==> config.mk <==
export PLATFORM = sky130hd
export DESIGN_NAME = alu_byte_sequencer
export DESIGN_NICKNAME = d
export VERILOG_FILES = /design/src/rtl/alu_byte_sequencer.sv
export SDC_FILE = /design/constraint.sdc
export NUM_CORES = 1
export LEC_CHECK = 0
export ABC_AREA = 1
export CAP_MARGIN = 0
export CORE_AREA = 2 2 109 111
export DETAILED_ROUTE_END_ITERATION = 12
export DIE_AREA = 0 0 111 113
export HOLD_SLACK_MARGIN = 0.06
export PLACE_DENSITY_LB_ADDON = 0.1
export SKIP_LAST_GASP = 1
export SLEW_MARGIN = 30
export SYNTH_ARGS = -nofsm -noshare
export SYNTH_HDL_FRONTEND = slang
export SYNTH_SLANG_ARGS = --single-unit
==> constraint.sdc <==
create_clock -name clk -period 1.51 [get_ports clk]
set_input_delay 0.2265 -clock clk [delete_from_list [all_inputs] [get_ports clk]]
set_output_delay 0.2265 -clock clk [all_outputs]
set_load 0.02 [all_outputs]
==> src/rtl/alu_byte_sequencer.sv <==
// Multi-byte ALU sequencer: feeds an 8-bit ALU one byte per cycle, LSB first, chaining carry.
// Latency WIDTH_BYTES cycles from accept to rsp_valid; holds the response until rsp_ready.
// Optional `ALU_SEQ_PIPE_EN: accept the next request on the response handshake cycle.
module alu_byte_sequencer #(
    parameter int WIDTH_BYTES = 2
) (
    input  logic                       clk,
    input  logic                       rst_n,
    input  logic                       i_req_valid,
    output logic                       o_req_ready,
    input  logic [8*WIDTH_BYTES-1:0]   i_req_a,
    input  logic [8*WIDTH_BYTES-1:0]   i_req_b,
    input  logic [3:0]                 i_req_sel,
    input  logic                       i_req_mode,
    input  logic                       i_req_cin,
    output logic [7:0]                 o_alu_a,
    output logic [7:0]                 o_alu_b,
    output logic                       o_alu_cf_in,
    output logic [3:0]                 o_alu_sel,
    output logic                       o_alu_mode,
    input  logic [7:0]                 i_alu_out,
    input  logic                       i_alu_cf,
    output logic                       o_rsp_valid,
    input  logic                       i_rsp_ready,
    output logic [8*WIDTH_BYTES-1:0]   o_rsp_result,
    output logic                       o_rsp_cf,
    output logic                       o_rsp_zf,
    output logic                       o_rsp_nf
);

    localparam int IW = (WIDTH_BYTES > 1) ? $clog2(WIDTH_BYTES) : 1;

    localparam logic [1:0] ST_IDLE = 2'd0;
    localparam logic [1:0] ST_RUN  = 2'd1;
    localparam logic [1:0] ST_DONE = 2'd2;

`ifdef ALU_SEQ_PIPE_EN
    localparam logic PIPE_EN = 1'b1;
`else
    localparam logic PIPE_EN = 1'b0;
`endif

    logic [1:0]                  r_state;
    logic [IW-1:0]               r_idx;
    logic [WIDTH_BYTES-1:0][7:0] r_a;
    logic [WIDTH_BYTES-1:0][7:0] r_b;
    logic [WIDTH_BYTES-1:0][7:0] r_result;
    logic [3:0]                  r_sel;
    logic                        r_mode;
    logic                        r_cf;
    logic                        r_rsp_cf;
    logic                        r_zf;

    logic                        w_accept;
    logic                        w_rsp_hs;
    logic                        w_last;
    logic [WIDTH_BYTES-1:0][7:0] w_next_result;

    always_comb begin
        o_req_ready = (r_state == ST_IDLE) || (PIPE_EN && (r_state == ST_DONE) && i_rsp_ready);
        w_accept    = i_req_valid && o_req_ready;
        w_rsp_hs    = (r_state == ST_DONE) && i_rsp_ready;
        w_last      = (r_idx == IW'(WIDTH_BYTES - 1));
        // Result as it will look after this RUN edge; the zero flag is taken from it on the last byte.
        w_next_result        = r_result;
        w_next_result[r_idx] = i_alu_out;
    end

    always_ff @(posedge clk or negedge rst_n) begin
        if (!rst_n) begin
            r_state  <= ST_IDLE;
            r_idx    <= '0;
            r_a      <= '0;
            r_b      <= '0;
            r_result <= '0;
            r_sel    <= '0;
            r_mode   <= 1'b0;
            r_cf     <= 1'b0;
            r_rsp_cf <= 1'b0;
            r_zf     <= 1'b0;
        end else begin
            if (w_accept) begin
                r_state <= ST_RUN;
                r_idx   <= '0;
                r_a     <= i_req_a;
                r_b     <= i_req_b;
                r_sel   <= i_req_sel;
                r_mode  <= i_req_mode;
                r_cf    <= i_req_cin;
            end else if (w_rsp_hs) begin
                r_state <= ST_IDLE;
            end

            if (r_state == ST_RUN) begin
                r_result[r_idx] <= i_alu_out;
                r_cf            <= i_alu_cf;
                if (w_last) begin
                    r_state  <= ST_DONE;
                    r_rsp_cf <= i_alu_cf;
                    r_zf     <= ~|w_next_result;
                end else begin
                    r_idx <= r_idx + 1'b1;
                end
            end
        end
    end

    assign o_alu_a      = r_a[r_idx];
    assign o_alu_b      = r_b[r_idx];
    assign o_alu_cf_in  = r_cf;
    assign o_alu_sel    = r_sel;
    assign o_alu_mode   = r_mode;

    assign o_rsp_valid  = (r_state == ST_DONE);
    assign o_rsp_result = r_result;
    assign o_rsp_cf     = r_rsp_cf;
    assign o_rsp_zf     = r_zf;
    assign o_rsp_nf     = r_result[WIDTH_BYTES-1][7];

endmodule
==> results by group, run 1 <==
Final layout
  – Area Growth Syn to Fin: 52.4%
  – Inserted Diodes: 0
  – Final cell count without fillers: 570
  – Ratio of cells with drive above 1 in the final layout: between 10% and 20%
  – Fin area: a little under 4000 um2
  – Layout fillers: ~1,200
  – Final net count: roughly 470

Setup path
  – Crit path cell chain: clkdlybuf4s50_1
  – Reg-to-reg startpoint: r_idx$_DFF_PN0_
  – CP max FO: 2
  – Worst path max stage delay: ~600 ps
  – CP Data Required Time: about 1300 ps
  – Worst Setup SP: o_rsp_result[12]$_DFFE_PN0P_
  – Crit path capture type: output pin
  – Worst setup path class: reg -> out
  – CP max-delay cell: clkdlybuf4s50_1
  – Startpoint Class: flip-flop
  – Data arrival time of the critical path: 1250 ps
  – Buf/Inv on CP: 1
  – Crit-path leading delay family: buffers and inverters

Die
  – Die Wd: about 110 um
  – Die H: between 100 and 150 um
  – Row cnt: 39
  – I/O pin total: 94
  – Initial Util: between 20% and 30%
  – Core ar.: 11,300 um2
  – Die area: 12,500 um2

Logic synthesis
  – Count leader, synth: nand2_1
  – Cells after synthesis: 320
  – Register bit total from synthesis: between 50 and 60
  – Top cells by count, synth: nand2_1, dfrtp_1, nor2_1, nand3_1, inv_1
  – Top FF cell, synth: dfrtp_1
  – Synthesized area per cell: ~8 um2
  – Synth warn: 0
  – Post-synth EDFFs: 0
  – Ranking of synthesized cells by area: dfrtp_1, nand2_1, nor2_1
  – Post-Syn Nets: around 370
  – Area leader, netlist: dfrtp_1
  – Sequential area share after synthesis: roughly 57%
  – Yosys top cell area share: 57.2%
  – Syn Std Cell Area: approximately 2600 um2
  – Post-synth ARST share: 100%
  – Synth unique cells: 20

Clock network
  – Clock Sinks: 59
  – Clk buf depth: 2
  – CTS tree: done
  – H-tree depth: 3
  – Root buf cell: clkbuf_16
  – Post-CTS setup buffers: 0
  – Clock transition at path regs: roughly 50 ps
  – Insertion delay to the later sink of the worst-skew pair: about 310 ps
  – TritonCTS Buffers: 9

Power
  – Power density cells: 2210 nW/um2
  – Psw: around 3.5 mW
  – Clock power share: about 22%
  – Internal power: 5.17 mW
  – Total power: slightly below 9 mW
  – Comb power frac: about 46%
  – Sw frac: 40.5%
  – Worst vdd ir: 0.780 mV
  – Seq pwr share: between 30% and 40%
  – Lkg Pwr: 2.11 nW

Detailed routing
  – DR pass1 iterations: 5
  – Iteration-0 DRC count of the detailed router: 75
  – Routed len/inst: about 13 um
  – Routed WL: slightly above 7 mm
  – ANT nets after route: 0
  – DR vias: 2,315
  – Via density: just over 4
  – DRC: 0

Placed design
  – Placed Cells incl. Taps: 554
  – Worst slack at placement: -60.0 ps
  – I/O Buffers: 93
  – DP Area: 3720 um2
  – Dpl hpwl: around 5.0 mm
  – GPL Wtd Cong: ~0.75

Timing
  – Slew Limit Fails: 0
  – Final setup margin: a little over 30 ps
  – Clock skew after layout: 6.41 ps
  – RSZ-0062 raised after global routing: yes
  – Final cycle utilization of the critical path: 98.0%
  – Fin. Hold Viols: 0
  – Final Setup Violations: 0
  – Worst slew pin tran: approximately 340 ps
  – Min Tclk post-route: between 1000 and 1500 ps
  – Rel. slew slack: 77.6%
  – Fmax achieved: about 680 MHz

GRT
  – Vias in the first global route: roughly 2,400
  – Global-route wire length before repair: ~12 mm
  – Global Route Usage Sum: between 10% and 20%
  – Grt ovf: 0
  – Largest net degree at the start of global routing: 60
  – Initial antenna violation count: 0

Run
  – Max-Cap Viols: 0

Run status
  – Run status: completed

Min path
  – Hold WC Path Type: in -> async
[stage by stage]
stage	utilization (%)	TNS [ps]	hold WS [ps]
finish	34.9	0	438
global route	34.9	-27.1	438
CTS	34.6	-150	432
detailed placement	33.0	-600	267
global placement	33.0	-286	268
floorplan	-	0	-69.1
[state kept, by name (all words and copies together), names as in the netlist]
register      count
r_state           2
o_rsp_result     15
o_alu_mode        1
r_a              16
o_rsp_nf          1
r_idx             1
o_rsp_zf          1
r_b              16
o_alu_sel         4
o_rsp_cf          1
o_alu_cf_in       1
[per-layer routing]
layer  GRT usage, %  routed length (um)  vias up  share of wire (%)
met4           4.25                  89        0                1.2
met3           4.07                 482       10                6.7
met2           19.4                3400       68                 47
met5              0                   0        -                  0
met1           15.7                3230     1065                 45
li1               -                   -     1172                  -
[what timing repair did]
item / CTS / global route
hold endpoints to repair: 59 / 0
gates resized for setup: 83 / 17
pin swaps: 0 / 0
hold buffers: 1 / 0
setup endpoints to repair: 38 / 18
[cell type report]
cell class | instances | area, um2 | share of cell area, %
sequential | 59 | 1480 | 37.5
timing repair buffer | 107 | 1000 | 25.4
clock inverter | 2 | 10.0 | 0.254
clock buffer | 13 | 270 | 6.87
multi-input combinational | 234 | 955 | 24.3
inverter | 12 | 45.0 | 1.14
tap | 143 | 179 | 4.55
[cells in the final DEF, fill, tap and decap left out, drive strengths merged, types with 2 or more instances in the layout]
| cell type | netlist | routed |
|---|---|---|
| a21oi | 3 | 3 |
| o21ai | 9 | 9 |
| dfrtp | 59 | 59 |
| clkdlybuf4s50 | 0 | 50 |
| dlygate4sd2 | 0 | 22 |
| nor2 | 17 | 17 |
| buf | 14 | 30 |
| dlymetal6s2s | 0 | 4 |
| clkinv | 0 | 2 |
| nand2 | 194 | 194 |
| clkbuf | 1 | 13 |
| inv | 12 | 12 |
| nand3 | 9 | 9 |
[final timing paths]
path                                               end  depth (start not counted)  slack [ps]
max                                   o_rsp_result[12]                          1          30
min                           o_alu_sel[3]$_DFFE_PN0P_                          3         440
max reg2reg                o_rsp_result[5]$_DFFE_PN0P_                          6         170
min reg2reg                       o_rsp_cf$_DFFE_PN0P_                          2         470
max in group asynchronous      o_alu_cf_in$_DFFE_PN0P_                          3         780
min in group clk                    r_a[2]$_DFFE_PN0P_                          3         440
[logic make-up after synthesis]
group / after synthesis / share of synthesized area, %
and+or+nand+nor: 221 / 33.5
DFF: 59 / 57.2
buffers and inverters: 27 / 5.82
AOI/OAI and AO/OA: 13 / 3.49
[power by group through the flow]
stage                     Clock [mW]  Sequential [mW]  Combinational, mW
after global routing            2.04             2.91               4.49
final                           1.90             2.80               4.00
after floorplan                    0             3.11               2.14
after CTS                       1.96             2.81               4.01
after global placement             0             2.83               4.46
after detailed placement           0             2.82               4.48
Note: power is estimated with default switching activity, not from simulation.
==> inputs of run 2 (changes only) <==
GPL_TIMING_DRIVEN = 0   (was unset)
==> run 2 against run 1 <==
Routed wire length up 8.4%. Sequential share of layout area decreased by 0.74 points. Non-clock buffer count grew 5. Worst hold slack got worse by 55 ps. Count of clock-buffer cells in the layout stayed put. Via count rose by 2.2%. Final area grew 2.2%. Combinational power is 7.7% higher.
==> results by group, run 2 (same netlist as run 1, synthesis figures left out) <==
Timing
  – Slew Limit Fails: 0 (unchanged)
  – Final Setup Violations: 0 (unchanged)
  – Fin. Hold Viols: 0 (unchanged)
  – Hold Slack: 383 ps (-54.9 ps)
  – Worst slew pin tran: 410 ps (+73.6 ps)
  – Final cycle utilization of the critical path: 98.5% (+0.57 points)
  – Rel. slew slack: 72.7% (-4.9 points)
  – RSZ-0062 raised after global routing: yes
  – Min Tclk post-route: 1490 ps (+8.62 ps)
  – Setup TNS: 0 ps (unchanged)
  – Fmax achieved: 672 MHz (-0.58%)
  – Clock skew after layout: 3.90 ps (-2.51 ps)

GRT
  – Initial antenna violation count: 0 (unchanged)
  – Largest net degree at the start of global routing: 33 (-45%)
  – Grt ovf: 0 (unchanged)
  – Vias in the first global route: 2,451 (+2.1%)
  – Global-route wire length before repair: 12.8 mm (+5.1%)
  – Global Route Usage Sum: 13.1% (+0.93 points)

Die
  – Row cnt: 39 (unchanged)
  – I/O pin total: 94 (unchanged)
  – Initial Util: 22.9% (unchanged)
  – Die H: 113 um (unchanged)
  – Core ar.: 11,300 um2 (unchanged)
  – Die Wd: 111 um (unchanged)
  – Die area: 12,500 um2 (unchanged)

Final layout
  – Inserted Diodes: 0 (unchanged)
  – Most frequent cells in the layout: nand2_1, dfrtp_1, clkdlybuf4s50_1
  – Final cell count without fillers: 575 (+0.88%)
  – Storage element area: 1480 um2 (+0.17%)
  – Util after Layout: 35.7% (+0.77 points)
  – Area of the multi-input gates: 975 um2 (+2.1%)
  – Layout fillers: 1,204 (+0.17%)
  – Area Growth Syn to Fin: 55.8%
  – Ratio of cells with drive above 1 in the final layout: 17.6% (+3.8 points)
  – Most common cell after layout, fill and taps aside: nand2_1
  – Final net count: 479 (+1.1%)

Power
  – Worst vdd ir: 0.603 mV (-23%)
  – Total power: 9.03 mW (+3.8%)
  – Power density cells: 2240 nW/um2 (+1.5%)
  – Lkg Pwr: 2.13 nW (+0.63%)

Detailed routing
  – Routed len/inst: 13.6 um (+7.5%)
  – DR pass1 iterations: 6 (+1)
  – DRC: 0 (unchanged)
  – DR vias: 2,367 (+2.2%)
  – ANT nets after route: 0 (unchanged)
  – Routed WL: 7.81 mm (+8.4%)
  – Iteration-0 DRC count of the detailed router: 87 (+16%)
  – Via density: 4.12 (+1.4%)

Min path
  – Hold WC Path Type: in -> async

Clock network
  – CTS tree: done
  – Clock Sinks: 59 (unchanged)
  – H-tree depth: 3 (unchanged)
  – TritonCTS Buffers: 9 (unchanged)
  – Clock transition at path regs: 50 ps (about the same)
  – Insertion delay to the later sink of the worst-skew pair: 320 ps (about the same)
  – Clk buf depth: 2 (unchanged)
  – Root buf cell: clkbuf_16

Run
  – Max-Cap Viols: 0 (unchanged)

Setup path
  – Startpoint Class: flip-flop
  – CP max FO: 5 (+3)
  – Worst setup path class: reg -> out
  – Crit path capture type: output pin
  – Data arrival time of the critical path: 1260 ps (about the same)
  – R2r setup slk: 200 ps (+30 ps)
  – CP Data Required Time: 1280 ps (about the same)

Run status
  – Run status: completed

Placed design
  – I/O Buffers: 93 (unchanged)
  – GPL Wtd Cong: 0.777 (+4.0%)
  – Placed Cells incl. Taps: 557 (+0.54%)
  – Dpl hpwl: 5.48 mm (+9.3%)
-- run 2: what timing repair did --
item / CTS / global route
setup buffers: 4 / 0
pin swaps: 0 / 0
resized for setup: 106 / 33
endpoints found under the setup margin: 40 / 21
hold endpoints to repair: 27 / 0
hold buffers: 1 / 0
-- run 2: worst paths after layout --
kind,startpoint,end,cells past startpoint
max in group asynchronous,rst_n,r_a[1]$_DFFE_PN0P_,3
setup reg to reg,r_state[0]$_DFF_PN0_,r_b[6]$_DFFE_PN0P_,6
setup / recovery,r_idx$_DFF_PN0_,o_alu_b[6],5
hold / removal,rst_n,o_alu_sel[3]$_DFFE_PN0P_,2
hold reg to reg,o_alu_sel[0]$_DFFE_PN0P_,o_alu_sel[0]$_DFFE_PN0P_,2
min in group clk,i_req_a[2],r_a[2]$_DFFE_PN0P_,3
-- run 2: where the power goes --
part           internal [mW]  switching (mW)  leakage [nW]
Sequential              2.34           0.470         0.726
Clock                   1.23           0.677         0.141
Combinational           1.78            2.53          1.26
-- run 2: critical path: stages, from the launching register on --
cell,delay (ps)
dfrtp_2,440
inv_4,80
buf_4,140
nand2_1,50
nand2_1,50
buf_2,170
-- run 2: metal layers --
layer | GRT usage [%] | share of wire [%] | vias up
li1 | - | - | 1184
met1 | 17.0 | 47 | 1110
met2 | 21.3 | 47 | 66
met3 | 3.27 | 5.7 | 7
met4 | 5.00 | 1.1 | 0
met5 | 0 | 0 | -
-- run 2: final cells by class --
cell class | instances | area share (%)
tap | 143 | 4.45
clock inverter | 2 | 0.249
sequential | 59 | 36.8
multi-input combinational | 234 | 24.2
buffer | 13 | 2.71
inverter | 12 | 1.18
clock buffer | 13 | 6.72
timing repair buffer | 99 | 23.7
-- run 2: through the flow --
stage	worst slack, ps	area, um2
3_3_place_gp	-2000	3690
2_1_floorplan	195	2580
6_report	22.3	4020
5_1_grt	-44.8	4020
4_1_cts	-91.9	4000
3_5_place_dp	-634	3710
==> inputs of run 3 (changes only) <==
CORE_AREA = 2 2 140 88   (was 2 2 109 111)
DIE_AREA = 0 0 142 90   (was 0 0 111 113)
clock period = 1.8 ns   (was 1.51 ns; I/O delays follow)
==> run 3 against run 2 <==
Sequential cell count stayed put. First-iteration DRC count is 37% higher. Clock power is 16% lower. Critical endpoint is now o_alu_a[1]. Sequential power is 16% lower. Critical path type unchanged. Clock skew is 1.6 ps higher. Highest routed layer unchanged. Global-route usage is 0.15 points lower. Routed wire length is 0.42% higher. Utilization is 0.96 points lower. Die area is 1.9% higher. Worst hold slack better by 37 ps. Critical path depth stayed put.
==> results by group, run 3 (same netlist as run 1, synthesis figures left out) <==
Setup path
  – Crit path capture type: output pin
  – Worst setup path class: reg -> out
  – Worst Setup SP: r_idx$_DFF_PN0_
  – Reg2Reg Depth: 7 (+1)
  – R2r setup slk: 470 ps (+270 ps)
  – CP max-delay cell: dfrtp_2
  – Critical Path End: o_alu_a[1]
  – Startpoint Class: flip-flop
  – Data arrival time of the critical path: 1450 ps (+190 ps)
  – Crit-path leading delay family: buffers and inverters
  – Reg-to-reg endpoint: o_rsp_result[4]$_DFFE_PN0P_
  – Buf/Inv on CP: 3 (unchanged)
  – CP max FO: 9 (+4)
  – Reg-to-reg startpoint: r_state[1]$_DFF_PN0_
  – CP Data Required Time: 1530 ps (+250 ps)
  – Worst path max stage delay: 440 ps (about the same)
  – Stages on the worst setup path: 5 (unchanged)
  – Crit path cell chain: inv_4 > buf_4 > nand2_1 > nand2_1 > clkdlybuf4s15_1
  – Most frequent CP cell: nand2_1

Power
  – Power density cells: 1880 nW/um2 (-16%)
  – Lkg Pwr: 2.03 nW (-4.5%)
  – Worst vdd ir: 0.568 mV (-5.7%)
  – Total power: 7.59 mW (-16%)

Die
  – Die H: 90 um (-20%)
  – I/O pin total: 94 (unchanged)
  – Die Wd: 142 um (+28%)
  – Core ar.: 11,600 um2 (+2.9%)
  – Initial Util: 22.3% (-0.64 points)
  – Die area: 12,800 um2 (+1.9%)
  – Row cnt: 31 (-21%)

Final layout
  – Area Growth Syn to Fin: 56.0%
  – Most frequent cells in the layout: nand2_1, clkdlybuf4s50_1, dfrtp_1
  – Inserted Diodes: 0 (unchanged)
  – Fin area: 4030 um2 (+0.12%)
  – Final net count: 479 (unchanged)
  – Most common cell after layout, fill and taps aside: nand2_1
  – Final cell count without fillers: 580 (+0.87%)
  – Layout fillers: 1,222 (+1.5%)
  – Ratio of cells with drive above 1 in the final layout: 14.1% (-3.5 points)

GRT
  – Global-route wire length before repair: 12.5 mm (-1.9%)
  – Largest net degree at the start of global routing: 31 (-6.1%)
  – Vias in the first global route: 2,364 (-3.5%)
  – Initial antenna violation count: 0 (unchanged)
  – Grt ovf: 0 (unchanged)
  – Global Route Usage Sum: 13.0% (-0.15 points)

Timing
  – Final Setup Violations: 0 (unchanged)
  – Min Tclk post-route: between 1500 and 2000 ps
  – Slew Limit Fails: 0 (unchanged)
  – Final cycle utilization of the critical path: a little over nine tenths
  – Fmax achieved: around 580 MHz
  – Clock skew after layout: 5.51 ps (+1.61 ps)
  – Fin. Hold Viols: 0 (unchanged)
  – RSZ-0062 raised after global routing: no
  – Worst slew pin tran: 421 ps (+11.6 ps)
  – Rel. slew slack: 71.9% (-0.77 points)

Placed design
  – GPL Wtd Cong: 0.790 (+1.6%)
  – I/O Buffers: 93 (unchanged)
  – Dpl hpwl: 5.73 mm (+4.6%)
  – DP Area: 3710 um2 (+0.17%)
  – Placed Cells incl. Taps: 562 (+0.90%)

Clock network
  – Insertion delay to the later sink of the worst-skew pair: 320 ps (about the same)
  – Root buf cell: clkbuf_16
  – H-tree depth: 3 (unchanged)
  – Clk buf depth: 2 (unchanged)
  – Clock Sinks: 59 (unchanged)
  – TritonCTS Buffers: 9 (unchanged)
  – CTS tree: done
  – Clock transition at path regs: 50 ps (about the same)

Min path
  – Hold WC Path Type: in -> async

Detailed routing
  – Routed len/inst: 13.5 um (-0.44%)
  – DR vias: 2,329 (-1.6%)
  – DRC: 0 (unchanged)
  – Iteration-0 DRC count of the detailed router: 119 (+37%)
  – Via density: 4.02 (-2.5%)
  – ANT nets after route: 0 (unchanged)
  – DR pass1 iterations: 4 (-2)
  – Routed WL: 7.84 mm (+0.42%)

Run status
  – Run status: completed

Run
  – Max-Cap Viols: 0 (unchanged)
[run 3: repair_timing]
action / CTS / global route
pin swaps: 0 / 0
buffers inserted: 2 / 1
hold buffers: 1 / 0
gates resized for setup: 48 / 6
cloned: 0 / 0
hold endpoints to repair: 29 / 0
setup endpoints to repair: 18 / 16
[run 3: metal layers]
layer | wire length, um | vias to the layer above | global-route usage (%)
met5 | 0 | - | 0
met4 | 99 | 0 | 4.25
met3 | 349 | 9 | 4.00
met2 | 3320 | 48 | 18.5
met1 | 4070 | 1088 | 18.6
li1 | - | 1184 | -
[run 3: area by class of cell]
type                       count  area (um2)  area share, %
sequential                    59        1480           36.7
timing repair buffer          98         962           23.9
multi-input combinational    234         955           23.7
clock buffer                  13         270           6.71
tap                          148         185           4.60
buffer                        14         119           2.95
inverter                      12        47.5           1.18
clock inverter                 2        10.0          0.249
[run 3: how the worst min path moves through the flow]
| stage | start | to | cells after the start |
|---|---|---|---|
| finish | rst_n | o_rsp_result[11]$_DFFE_PN0P_ | 2 |
| CTS | rst_n | o_rsp_result[11]$_DFFE_PN0P_ | 2 |
| global route | rst_n | o_rsp_result[11]$_DFFE_PN0P_ | 2 |
| detailed placement | rst_n | o_rsp_result[11]$_DFFE_PN0P_ | 1 |
| global placement | o_rsp_result[13]$_DFFE_PN0P_ | o_rsp_result[13]$_DFFE_PN0P_ | 2 |
| floorplan | rst_n | o_alu_cf_in$_DFFE_PN0P_ | 0 |
[run 3: per-stage QoR]
step / util [%] / worst slack [ps] / setup TNS (ps) / hold slack, ps
finish: 34.7 / 80.2 / 0 / 420
global route: 34.7 / 2.19 / 0 / 465
CTS: 34.8 / -24.0 / -24.0 / 431
detailed placement: 32.0 / -377 / -3890 / 244
global placement: 31.9 / -1710 / -104940 / 456
floorplan: - / 453 / 0 / -25.6
[run 3: power by group]
group | leakage [nW] | internal [mW] | total, mW | switching (mW)
registers | 0.727 | 1.96 | 2.35 | 0.393
clock network | 0.141 | 1.03 | 1.59 | 0.565
logic | 1.16 | 1.55 | 3.64 | 2.09
